$ cat src/rtl/ai_i2s_wb_pkg.sv
// Shared types and constants for the I2S Wishbone arbiter slice.
//   arb_state_t : arbiter FSM states
//   core_idx_t  : index of the four I2S sub-cores behind the arbiter
//   CTI_*/BTE_* : Wishbone cycle-type / burst-type encodings
//   core_onehot : converts a core index into its one-hot strobe vector
package ai_i2s_wb_pkg;

    typedef enum logic [1:0] {
        IDLE = 2'd0,
        REQ  = 2'd1,
        ACK  = 2'd2,
        ERR  = 2'd3
    } arb_state_t;

    typedef enum logic [1:0] {
        CORE_TXM = 2'd0,
        CORE_TXS = 2'd1,
        CORE_RXM = 2'd2,
        CORE_RXS = 2'd3
    } core_idx_t;

    localparam logic [2:0] CTI_CLASSIC = 3'b000;
    localparam logic [2:0] CTI_INCR    = 3'b010;
    localparam logic [2:0] CTI_END     = 3'b111;

    localparam logic [1:0] BTE_LINEAR  = 2'b00;

    function automatic logic [3:0] core_onehot(input logic [1:0] idx);
        core_onehot = 4'b0001 << idx;
    endfunction

endpackage

$ cat src/rtl/ai_i2s_wb_decoder.sv
// Combinational address decoder for the I2S Wishbone arbiter.
// Splits a Wishbone byte address into a sub-core index and a register
// offset, and flags accesses that must be answered with an error.
//   adr_i  in  32      Wishbone byte address
//   cti_i  in  3       Wishbone cycle type
//   bte_i  in  2       Wishbone burst type
//   hit_o  out 1       1 = access maps onto a sub-core and may proceed
//   idx_o  out 2       selected sub-core (0 txm, 1 txs, 2 rxm, 3 rxs)
//   reg_o  out REG_AW  word offset inside the selected sub-core
module ai_i2s_wb_decoder
    import ai_i2s_wb_pkg::*;
#(
    parameter int SEL_LSB = 6,
    parameter int REG_AW  = 4
) (
    input  logic [31:0]       adr_i,
    input  logic [2:0]        cti_i,
    input  logic [1:0]        bte_i,
    output logic              hit_o,
    output logic [1:0]        idx_o,
    output logic [REG_AW-1:0] reg_o
);

    logic addr_miss;
    logic burst_bad;

    // The byte-lane bits never take part in the decode.
    logic unused_adr;
    assign unused_adr = ^adr_i[1:0];

    // Anything above the core-select field must be zero, otherwise the
    // address lies outside the register window of the four sub-cores.
    assign addr_miss = (adr_i[31:SEL_LSB+2] != '0);

    // Only linear incrementing bursts are understood; wrap modes are refused.
    // The burst type is meaningless for classic and end-of-burst cycles.
    assign burst_bad = (cti_i == CTI_INCR) && (bte_i != BTE_LINEAR);

    assign hit_o = !addr_miss && !burst_bad;
    assign idx_o = adr_i[SEL_LSB+1:SEL_LSB];
    assign reg_o = adr_i[REG_AW+1:2];

endmodule

$ cat src/rtl/ai_i2s_wb_arbiter.sv
// Wishbone slave front-end sharing one I2S register port among four
// sub-cores (TX master, TX slave, RX master, RX slave). Each Wishbone
// beat is decoded to one sub-core, forwarded as a held strobe until the
// sub-core acks, then answered with a one-cycle ack (with read data) or,
// on a decode miss / missing ack, a one-cycle error.
//   wb_clk_i, wb_rst_i           clock, synchronous active-high reset
//   wb_adr_i/dat_i/sel_i/we_i    Wishbone request
//   wb_cyc_i/stb_i/cti_i/bte_i   Wishbone cycle control
//   wb_dat_o/ack_o/err_o         Wishbone response
//   sub_stb_o                    one-hot strobe towards the sub-cores
//   sub_we_o/sel_o/adr_o/dat_o   latched request towards the sub-cores
//   sub_dat_i                    packed read data, 32 bits per sub-core
//   txm_ack..rxs_ack             per-core acknowledge
//   err_cnt_o                    saturating count of error responses
module ai_i2s_wb_arbiter
    import ai_i2s_wb_pkg::*;
#(
    parameter int SEL_LSB = 6,
    parameter int REG_AW  = 4,
    parameter int TIMEOUT = 16
) (
    input  logic              wb_clk_i,
    input  logic              wb_rst_i,
    input  logic [31:0]       wb_adr_i,
    input  logic [31:0]       wb_dat_i,
    input  logic              wb_sel_i,
    input  logic              wb_we_i,
    input  logic              wb_cyc_i,
    input  logic              wb_stb_i,
    input  logic [2:0]        wb_cti_i,
    input  logic [1:0]        wb_bte_i,
    output logic [31:0]       wb_dat_o,
    output logic              wb_ack_o,
    output logic              wb_err_o,
    output logic [3:0]        sub_stb_o,
    output logic              sub_we_o,
    output logic              sub_sel_o,
    output logic [REG_AW-1:0] sub_adr_o,
    output logic [31:0]       sub_dat_o,
    input  logic [127:0]      sub_dat_i,
    input  logic              txm_ack,
    input  logic              txs_ack,
    input  logic              rxm_ack,
    input  logic              rxs_ack,
    output logic [7:0]        err_cnt_o
);

    localparam int TO_W = (TIMEOUT > 2) ? $clog2(TIMEOUT) : 1;
    localparam logic [TO_W-1:0] TO_LAST = TO_W'(TIMEOUT - 1);

    arb_state_t        state_q, state_d;
    logic [TO_W-1:0]   cnt_q, cnt_d;
    logic [1:0]        idx_q, idx_d;
    logic [3:0]        sub_stb_q, sub_stb_d;
    logic              sub_we_q, sub_we_d;
    logic              sub_sel_q, sub_sel_d;
    logic [REG_AW-1:0] sub_adr_q, sub_adr_d;
    logic [31:0]       sub_dat_q, sub_dat_d;
    logic              ack_q, ack_d;
    logic              err_q, err_d;
    logic [31:0]       rdat_q, rdat_d;
    logic [7:0]        err_cnt_q, err_cnt_d;

    logic              dec_hit;
    logic [1:0]        dec_idx;
    logic [REG_AW-1:0] dec_reg;

    logic              sel_ack;
    logic [31:0]       sel_dat;
    logic [7:0]        err_cnt_inc;

    ai_i2s_wb_decoder #(
        .SEL_LSB (SEL_LSB),
        .REG_AW  (REG_AW)
    ) u_decoder (
        .adr_i (wb_adr_i),
        .cti_i (wb_cti_i),
        .bte_i (wb_bte_i),
        .hit_o (dec_hit),
        .idx_o (dec_idx),
        .reg_o (dec_reg)
    );

    // Only the ack and read-data slice of the core latched for the current
    // transfer matter; acks from the other cores are simply not looked at.
    always_comb begin
        sel_ack = 1'b0;
        sel_dat = 32'h0;
        case (core_idx_t'(idx_q))
            CORE_TXM: begin sel_ack = txm_ack; sel_dat = sub_dat_i[31:0];   end
            CORE_TXS: begin sel_ack = txs_ack; sel_dat = sub_dat_i[63:32];  end
            CORE_RXM: begin sel_ack = rxm_ack; sel_dat = sub_dat_i[95:64];  end
            CORE_RXS: begin sel_ack = rxs_ack; sel_dat = sub_dat_i[127:96]; end
            default:  begin sel_ack = 1'b0;    sel_dat = 32'h0;             end
        endcase
    end

    assign err_cnt_inc = (err_cnt_q == 8'hFF) ? 8'hFF : err_cnt_q + 8'd1;

    // Next-state and registered-output logic. Ack/err are registered so they
    // can only ever be set on the transition into ACK or ERR, which makes
    // them mutually exclusive and exactly one cycle long.
    always_comb begin
        state_d   = state_q;
        cnt_d     = cnt_q;
        idx_d     = idx_q;
        sub_stb_d = sub_stb_q;
        sub_we_d  = sub_we_q;
        sub_sel_d = sub_sel_q;
        sub_adr_d = sub_adr_q;
        sub_dat_d = sub_dat_q;
        ack_d     = 1'b0;
        err_d     = 1'b0;
        rdat_d    = 32'h0;
        err_cnt_d = err_cnt_q;

        case (state_q)
            IDLE: begin
                cnt_d     = '0;
                sub_stb_d = 4'b0000;
                if (wb_cyc_i && wb_stb_i) begin
                    idx_d     = dec_idx;
                    sub_we_d  = wb_we_i;
                    sub_sel_d = wb_sel_i;
                    sub_adr_d = dec_reg;
                    sub_dat_d = wb_dat_i;
                    if (dec_hit) begin
                        state_d   = REQ;
                        sub_stb_d = core_onehot(dec_idx);
                    end else begin
                        state_d   = ERR;
                        err_d     = 1'b1;
                        err_cnt_d = err_cnt_inc;
                    end
                end
            end

            // An abandoned cycle is dropped silently; a real ack beats the
            // timeout even when both land on the same edge.
            REQ: begin
                if (!wb_cyc_i) begin
                    state_d   = IDLE;
                    sub_stb_d = 4'b0000;
                end else if (sel_ack) begin
                    state_d   = ACK;
                    sub_stb_d = 4'b0000;
                    ack_d     = 1'b1;
                    rdat_d    = sub_we_q ? 32'h0 : sel_dat;
                end else if (cnt_q == TO_LAST) begin
                    state_d   = ERR;
                    sub_stb_d = 4'b0000;
                    err_d     = 1'b1;
                    err_cnt_d = err_cnt_inc;
                end else begin
                    cnt_d = cnt_q + TO_W'(1);
                end
            end

            ACK: begin
                state_d = IDLE;
            end

            ERR: begin
                state_d = IDLE;
            end

            default: begin
                state_d   = IDLE;
                sub_stb_d = 4'b0000;
            end
        endcase
    end

    // State and output registers with synchronous reset.
    always_ff @(posedge wb_clk_i) begin
        if (wb_rst_i) begin
            state_q   <= IDLE;
            cnt_q     <= '0;
            idx_q     <= 2'b00;
            sub_stb_q <= 4'b0000;
            sub_we_q  <= 1'b0;
            sub_sel_q <= 1'b0;
            sub_adr_q <= '0;
            sub_dat_q <= 32'h0;
            ack_q     <= 1'b0;
            err_q     <= 1'b0;
            rdat_q    <= 32'h0;
            err_cnt_q <= 8'h00;
        end else begin
            state_q   <= state_d;
            cnt_q     <= cnt_d;
            idx_q     <= idx_d;
            sub_stb_q <= sub_stb_d;
            sub_we_q  <= sub_we_d;
            sub_sel_q <= sub_sel_d;
            sub_adr_q <= sub_adr_d;
            sub_dat_q <= sub_dat_d;
            ack_q     <= ack_d;
            err_q     <= err_d;
            rdat_q    <= rdat_d;
            err_cnt_q <= err_cnt_d;
        end
    end

    assign wb_dat_o  = rdat_q;
    assign wb_ack_o  = ack_q;
    assign wb_err_o  = err_q;
    assign sub_stb_o = sub_stb_q;
    assign sub_we_o  = sub_we_q;
    assign sub_sel_o = sub_sel_q;
    assign sub_adr_o = sub_adr_q;
    assign sub_dat_o = sub_dat_q;
    assign err_cnt_o = err_cnt_q;

endmodule

$ cat config.mk
export PLATFORM = sky130hd
export DESIGN_NAME = ai_i2s_wb_arbiter
export DESIGN_NICKNAME = d
export VERILOG_FILES = /design/src/rtl/ai_i2s_wb_pkg.sv /design/src/rtl/ai_i2s_wb_decoder.sv /design/src/rtl/ai_i2s_wb_arbiter.sv
export SDC_FILE = /design/constraint.sdc
export NUM_CORES = 1
export LEC_CHECK = 0
export ABC_AREA = 0
export BUFFER_PORTS_ARGS = -buffer_cell sky130_fd_sc_hd__buf_4
export CAP_MARGIN = 15
export CORE_AREA = 3 3 110 112
export CTS_CLUSTER_DIAMETER = 50
export DETAILED_ROUTE_END_ITERATION = 10
export DIE_AREA = 0 0 113 115
export MAX_ROUTING_LAYER = met4
export PLACE_DENSITY = 0.83
export SLEW_MARGIN = 20
export SYNTH_ARGS = -nofsm -noshare
export SYNTH_HDL_FRONTEND = slang
export SYNTH_SLANG_ARGS = --single-unit
$ cat constraint.sdc
create_clock -name wb_clk_i -period 2.4 [get_ports wb_clk_i]
set_input_delay 0 -clock wb_clk_i [delete_from_list [all_inputs] [get_ports wb_clk_i]]
set_output_delay 0 -clock wb_clk_i [all_outputs]
set_load 0.01 [all_outputs]
* Yosys cells after proc, flatten, opt, wreduce, memory -nomap -nowiden
Cells that the tools add are included.
Cells by class: $add $sub $neg 2, equality and inequality tests 16, shifts and indexed selects 1, muxes and demuxes 32, bitwise gates (word level) 3, reductions and logical operators 18
Operators by type and width (number):
- one-hot mux 32 bit (4 select lines) | 1
- 2-to-1 mux 8 bit | 6
- 2-to-1 mux 4 bit | 8
- nonzero test 24 bit | 1
- one-hot mux 4 bit (2 select lines) | 2
- one-hot mux 8 bit (2 select lines) | 1
- inequality test 2 bit, second input constant | 6
- 2-to-1 mux 2 bit | 5
- adder 8 x 1 -> 8 bit, second input constant | 1
- equality test 2 bit, second input constant | 4
- equality test 8 bit, second input constant | 1
- 2-to-1 mux 1 bit | 6
- one-hot mux 2 bit (3 select lines) | 1
- AND reduction 2 bit | 3
- AND reduction 6 bit | 1
- OR reduction 5 bit | 1
- adder 4 x 1 -> 4 bit, second input constant | 1
- equality test 2 x 1 -> 1 bit, second input constant | 2
- equality test 4 bit, second input constant | 1
- zero test 2 bit | 2
- inequality test 4 bit, second input constant | 1
- one-hot mux 1 bit (4 select lines) | 1
- AND reduction 4 bit | 1
- nonzero test 2 bit | 2
- 8 further kinds | 13
Storage, ports and cells: bits in registers 92, input port bits 207, output and inout bits 84

* Longest topological paths before layout
word-level depth 7, gate-level depth with buffers 7, gate-level depth less buffers 6

* By module
From an unflattened synthesis, not the netlist that was laid out.
Unflattened totals: cells, all modules 424, area total of the unflattened synthesis 4304.1 µm²
By module, submodules not included:
- ai_i2s_wb_arbiter | instances 1, cells an instance 407, area an instance 4159.0 µm²
- ai_i2s_wb_decoder | instances 1, cells an instance 17, area an instance 145.1 µm²

* Worst setup path before layout
Ideal clock, no wire load.
path type flip-flop to flip-flop, start point register idx_q[0], end point register cnt_q[3], setup time 0.074 ns, arrival time 1.647 ns, path slack 0.679 ns, stages on the path, launching flop included 7, path buffers 1, period minus slack after synthesis 1.721 ns, cells stage by stage dfxtp_1 buf_6 mux2_4 o22ai_4 nand2_4 or4_1 a31oi_1
On the way: cells in the longest elaborated chain, start to end 4, elaborated cells between the ends (all ways) 7
Ends and longest elaborated chain:
- start: declaration | RTL line ai_i2s_wb_arbiter.sv:53 | logic [1:0] idx_q, idx_d;
- start signal: assignment | RTL line ai_i2s_wb_arbiter.sv:192 | idx_q <= idx_d;
- equality test 2 bit, or another cell as far along | RTL line ai_i2s_wb_arbiter.sv:89 | case (core_idx_t'(idx_q))
- one-hot mux 1 bit (4 select lines) (*) | RTL line ai_i2s_wb_arbiter.sv:89
- inequality test 2 bit (no source line) (*)
- AND reduction 4 bit (no source line) (*)
- end signal: assignment | RTL line ai_i2s_wb_arbiter.sv:191 | cnt_q <= cnt_d;
- end: declaration | RTL line ai_i2s_wb_arbiter.sv:52 | logic [TO_W-1:0] cnt_q, cnt_d;
Mark *: on every way between the ends. The rest lies on a longest branch, timed or not. A chain may end at the register's enable or synchronous reset.

* Worst setup path after layout
start point register idx_q[0], end point register sub_stb_q[3], in the netlist sub_stb_o[3]
On the way: cells in the longest elaborated chain, start to end 5, elaborated cells between the ends (all ways) 10
Ends and longest elaborated chain:
- equality test 2 bit, or another cell as far along | RTL line ai_i2s_wb_arbiter.sv:89
- one-hot mux 1 bit (4 select lines) (*) | RTL line ai_i2s_wb_arbiter.sv:89
- 2-to-1 mux 4 bit | RTL line ai_i2s_wb_arbiter.sv:144 | end else if (sel_ack) begin
- 2-to-1 mux 4 bit | RTL line ai_i2s_wb_arbiter.sv:141 | if (!wb_cyc_i) begin
- one-hot mux 4 bit (2 select lines) | RTL line ai_i2s_wb_arbiter.sv:117 | case (state_q)
- end signal: assignment | RTL line ai_i2s_wb_arbiter.sv:193 | sub_stb_q <= sub_stb_d;
- end: declaration | RTL line ai_i2s_wb_arbiter.sv:54 | logic [3:0] sub_stb_q, sub_stb_d;
Marked as above.

==> impl_metrics.json <==
{
  "clk_latency_ns": 0.34,
  "n_antenna_cell": 0,
  "synth_area_um2": 4080,
  "drtAntennaViolNets": 0,
  "switching_power_mw": 0.878,
  "yosysSeqAreaShare_pct": 45.1,
  "drv_cap": 0,
  "avgViaCountPerCell": 5.19,
  "drc": 0,
  "ys_async_sr_fraction_pct": 0,
  "synthDistinctLibCells": 47,
  "die_w_um": 113,
  "yosys-top-cells-area": "dfxtp_1, mux4_2, nand2_1",
  "tns_ns": 0,
  "crit_slowest_cell": "dlygate4sd3_1",
  "core_area_um2": 11300,
  "synth_top_area_share_pct": 45.1,
  "clock_path_buffers": 2,
  "clkPwrFrac_pct": 38.7,
  "criticalPathCategory": "flip-flop to flip-flop",
  "synth_edf_count": 0,
  "cellPowerDensity_nw_per_um2": 523,
  "grt_max_degree": 56,
  "cts_buffers": 9,
  "cts_max_level": 3,
  "groute.usage.overall_pct": 23.5,
  "cts_setup_buffers": 0,
  "antenna_found_initial": 0,
  "peakVddDrop_mv": 0.386,
  "ctsResizeCount": 0,
  "crit_arrival_ns": 2.43,
  "wl_per_cell_um": 18.0,
  "area_delta_synth_final_pct": 72.9,
  "yosys_warnings": 0,
  "io_buffers": 288,
  "yosys_most_used_dff": "dfxtp_1",
  "nets": 929,
  "postLayoutCellArea_um2": 7060,
  "clock-sinks": 92,
  "cts_tree": "done",
  "critPathMaxStageDelay_ns": 0.54,
  "combPwrFrac_pct": 18.0,
  "maxSlewHeadroom_pct": 60.6,
  "syn_area_per_cell_um2": 10.1,
  "drtIter0Drc": 305,
  "worstPathCellList": "mux2_4, o22ai_4, a31oi_1, nor2_1, a32o_1, dlygate4sd3_1",
  "path_max_fanout": 5,
  "rsz0062_at_grt": "no",
  "gp_congestion": 0.864,
  "synth_nets": 614,
  "hpwl_um": 11700,
  "clk_pin_slew_worst_paths_ns": 0.07,
  "critPathCaptureType": "flip-flop",
  "sequentialPowerShare_pct": 43.3,
  "crit_path_start_kind": "flip-flop",
  "hold_path_class": "primary input to flip-flop",
  "ios": 291,
  "power_leakage_nw": 3.07,
  "num_rows": 39,
  "post-route-period-util_pct": 89.2,
  "setup_viol": 0,
  "period_needed_ns": 2.14,
  "required_ns": 2.68,
  "placed_area_um2": 6340,
  "power_mw": 3.69,
  "status": "finished clean",
  "power.internal_mw": 2.82,
  "grt.overflow.total": 0,
  "die_y_um": 115,
  "worst_pin_slew_ns": 0.591,
  "finalClockSkew_ns": 0.00686,
  "start_util_pct": 36.1,
  "grt_pass1_wl_um": 23300,
  "cts-root-buf": "clkbuf_16",
  "num_vias": 4502,
  "die-area_um2": 13000,
  "p_sw_share_pct": 23.8,
  "clock.fmax_mhz": 467,
  "drt-total-wl_um": 15600,
  "first_pass_iters": 4,
  "utilization_pct": 62.4,
  "synthCells": 405,
  "synth_top_area_cell": "dfxtp_1",
  "hold_violations": 0,
  "grt_pass1_vias": 4558,
  "drive_above_1_share_pct": 48.0,
  "ys_seq_elements": 92,
  "slew_violations": 0
}
-- critical path, delay by kind of cell, from the launching register on --
kind                   cells  cell delay, ns
AOI/OAI and AO/OA          3            0.59
buffers and inverters      1            0.54
DFF                        1            0.37
muxes                      1            0.33
and+or+nand+nor            1            0.26
-- repair_timing --
| item | CTS | global route |
|---|---|---|
| hold endpoints to repair | 45 | 0 |
| hold buffers | 42 | 0 |
| endpoints found under the setup margin | 0 | 0 |
-- cells by family after synthesis --
| logic type | share of synthesized area (%) |
|---|---|
| flops | 45.1 |
| fa+ha+maj | 0.613 |
| buf+inv | 3.74 |
| compound gates | 11.9 |
| mux | 18.9 |
| simple gates | 19.7 |
-- power groups by stage --
| stage | Sequential (mW) | Clock, mW | Combinational (mW) |
|---|---|---|---|
| floorplan | 1.64 | 0 | 0.236 |
| global placement | 1.63 | 0 | 0.587 |
| detailed placement | 1.63 | 0 | 0.603 |
| CTS | 1.60 | 1.47 | 0.660 |
| global route | 1.61 | 1.55 | 0.713 |
| finish | 1.60 | 1.43 | 0.664 |
-- routing by layer --
metal,routed length [um],global-route usage (%),vias to the layer above
li1,-,-,2087
met3,1310,7.21,44
met4,592,9.38,0
met2,7970,40.8,235
met1,5720,25.1,2136
met5,0,-,-
-- layout make-up --
type	instances	area (um^2)
clock buffers	10	229
clock inverters	6	72.6
fillers	866	4260
inverters	4	15.0
multi-input cells	278	2100
flip-flops and latches	92	1840
well taps	143	179
repair buffers	335	2620
-- synthesized netlist by cell type, types with 2 or more instances --
master	instances
buf_2	8
and2_1	2
nand2_1	90
and4_1	2
dfxtp_1	92
a32o_1	4
a21oi_1	46
o211ai_1	2
and3_1	4
o21ai_1	2
nor2b_1	33
nand3_1	3
nand2b_1	3
mux4_2	29
clkbuf_1	20
mux4_1	3
or4_1	2
inv_1	3
mux2_4	2
ha_1	2
nand4_1	2
a31oi_1	8
a311oi_1	5
nor4_1	6
a211oi_1	4
nor2_1	7
-- sequential cells by signal, summed over array words and instances (netlist names) --
register and flops:
sub_sel_o 1, sub_we_o 1, wb_err_o 1, wb_dat_o 32, idx_q 2, sub_dat_o 32, wb_ack_o 1, state_q 2
cnt_q 4, sub_stb_o 4, sub_adr_o 4, err_cnt_o 8
-- worst paths after layout --
check                 end  cells after the start  slack [ns]    startpoint
max          sub_stb_o[3]                      6        0.26      idx_q[0]
min            state_q[1]                      3        0.02      wb_cyc_i
max reg2reg  sub_stb_o[3]                      6        0.26      idx_q[0]
min reg2reg  sub_dat_o[9]                      2        0.46  sub_dat_o[9]
-- cell usage in the layout (no fill, tap or decap), drive strengths merged, types with 2 or more instances in the layout --
| cell | n |
|---|---|
| mux2 | 3 |
| a311oi | 5 |
| nor2 | 7 |
| and2 | 2 |
| nor4 | 7 |
| a32o | 4 |
| clkinv | 3 |
| mux4 | 32 |
| o21ai | 3 |
| and4 | 2 |
| dlygate4sd3 | 42 |
| buf | 293 |
| nand3 | 3 |
| dfxtp | 92 |
| clkbuf | 10 |
| a21oi | 46 |
| ha | 2 |
| nor2b | 33 |
| nand2 | 91 |
| a31oi | 8 |
| nand2b | 3 |
| inv | 5 |
| a211oi | 4 |
| o211ai | 2 |
| and3 | 4 |
| or4 | 2 |
| nand4 | 2 |
-- stage by stage --
step                instances  hold WS (ns)  worst slack (ns)
floorplan                 405         0.136             0.679
global placement          810         0.247             0.588
detailed placement        810         0.258             0.515
CTS                       868       0.00185             0.241
global route              868        0.0252             0.124
finish                    868        0.0230             0.259
No activity file was read; power rests on OpenSTA's default activity.
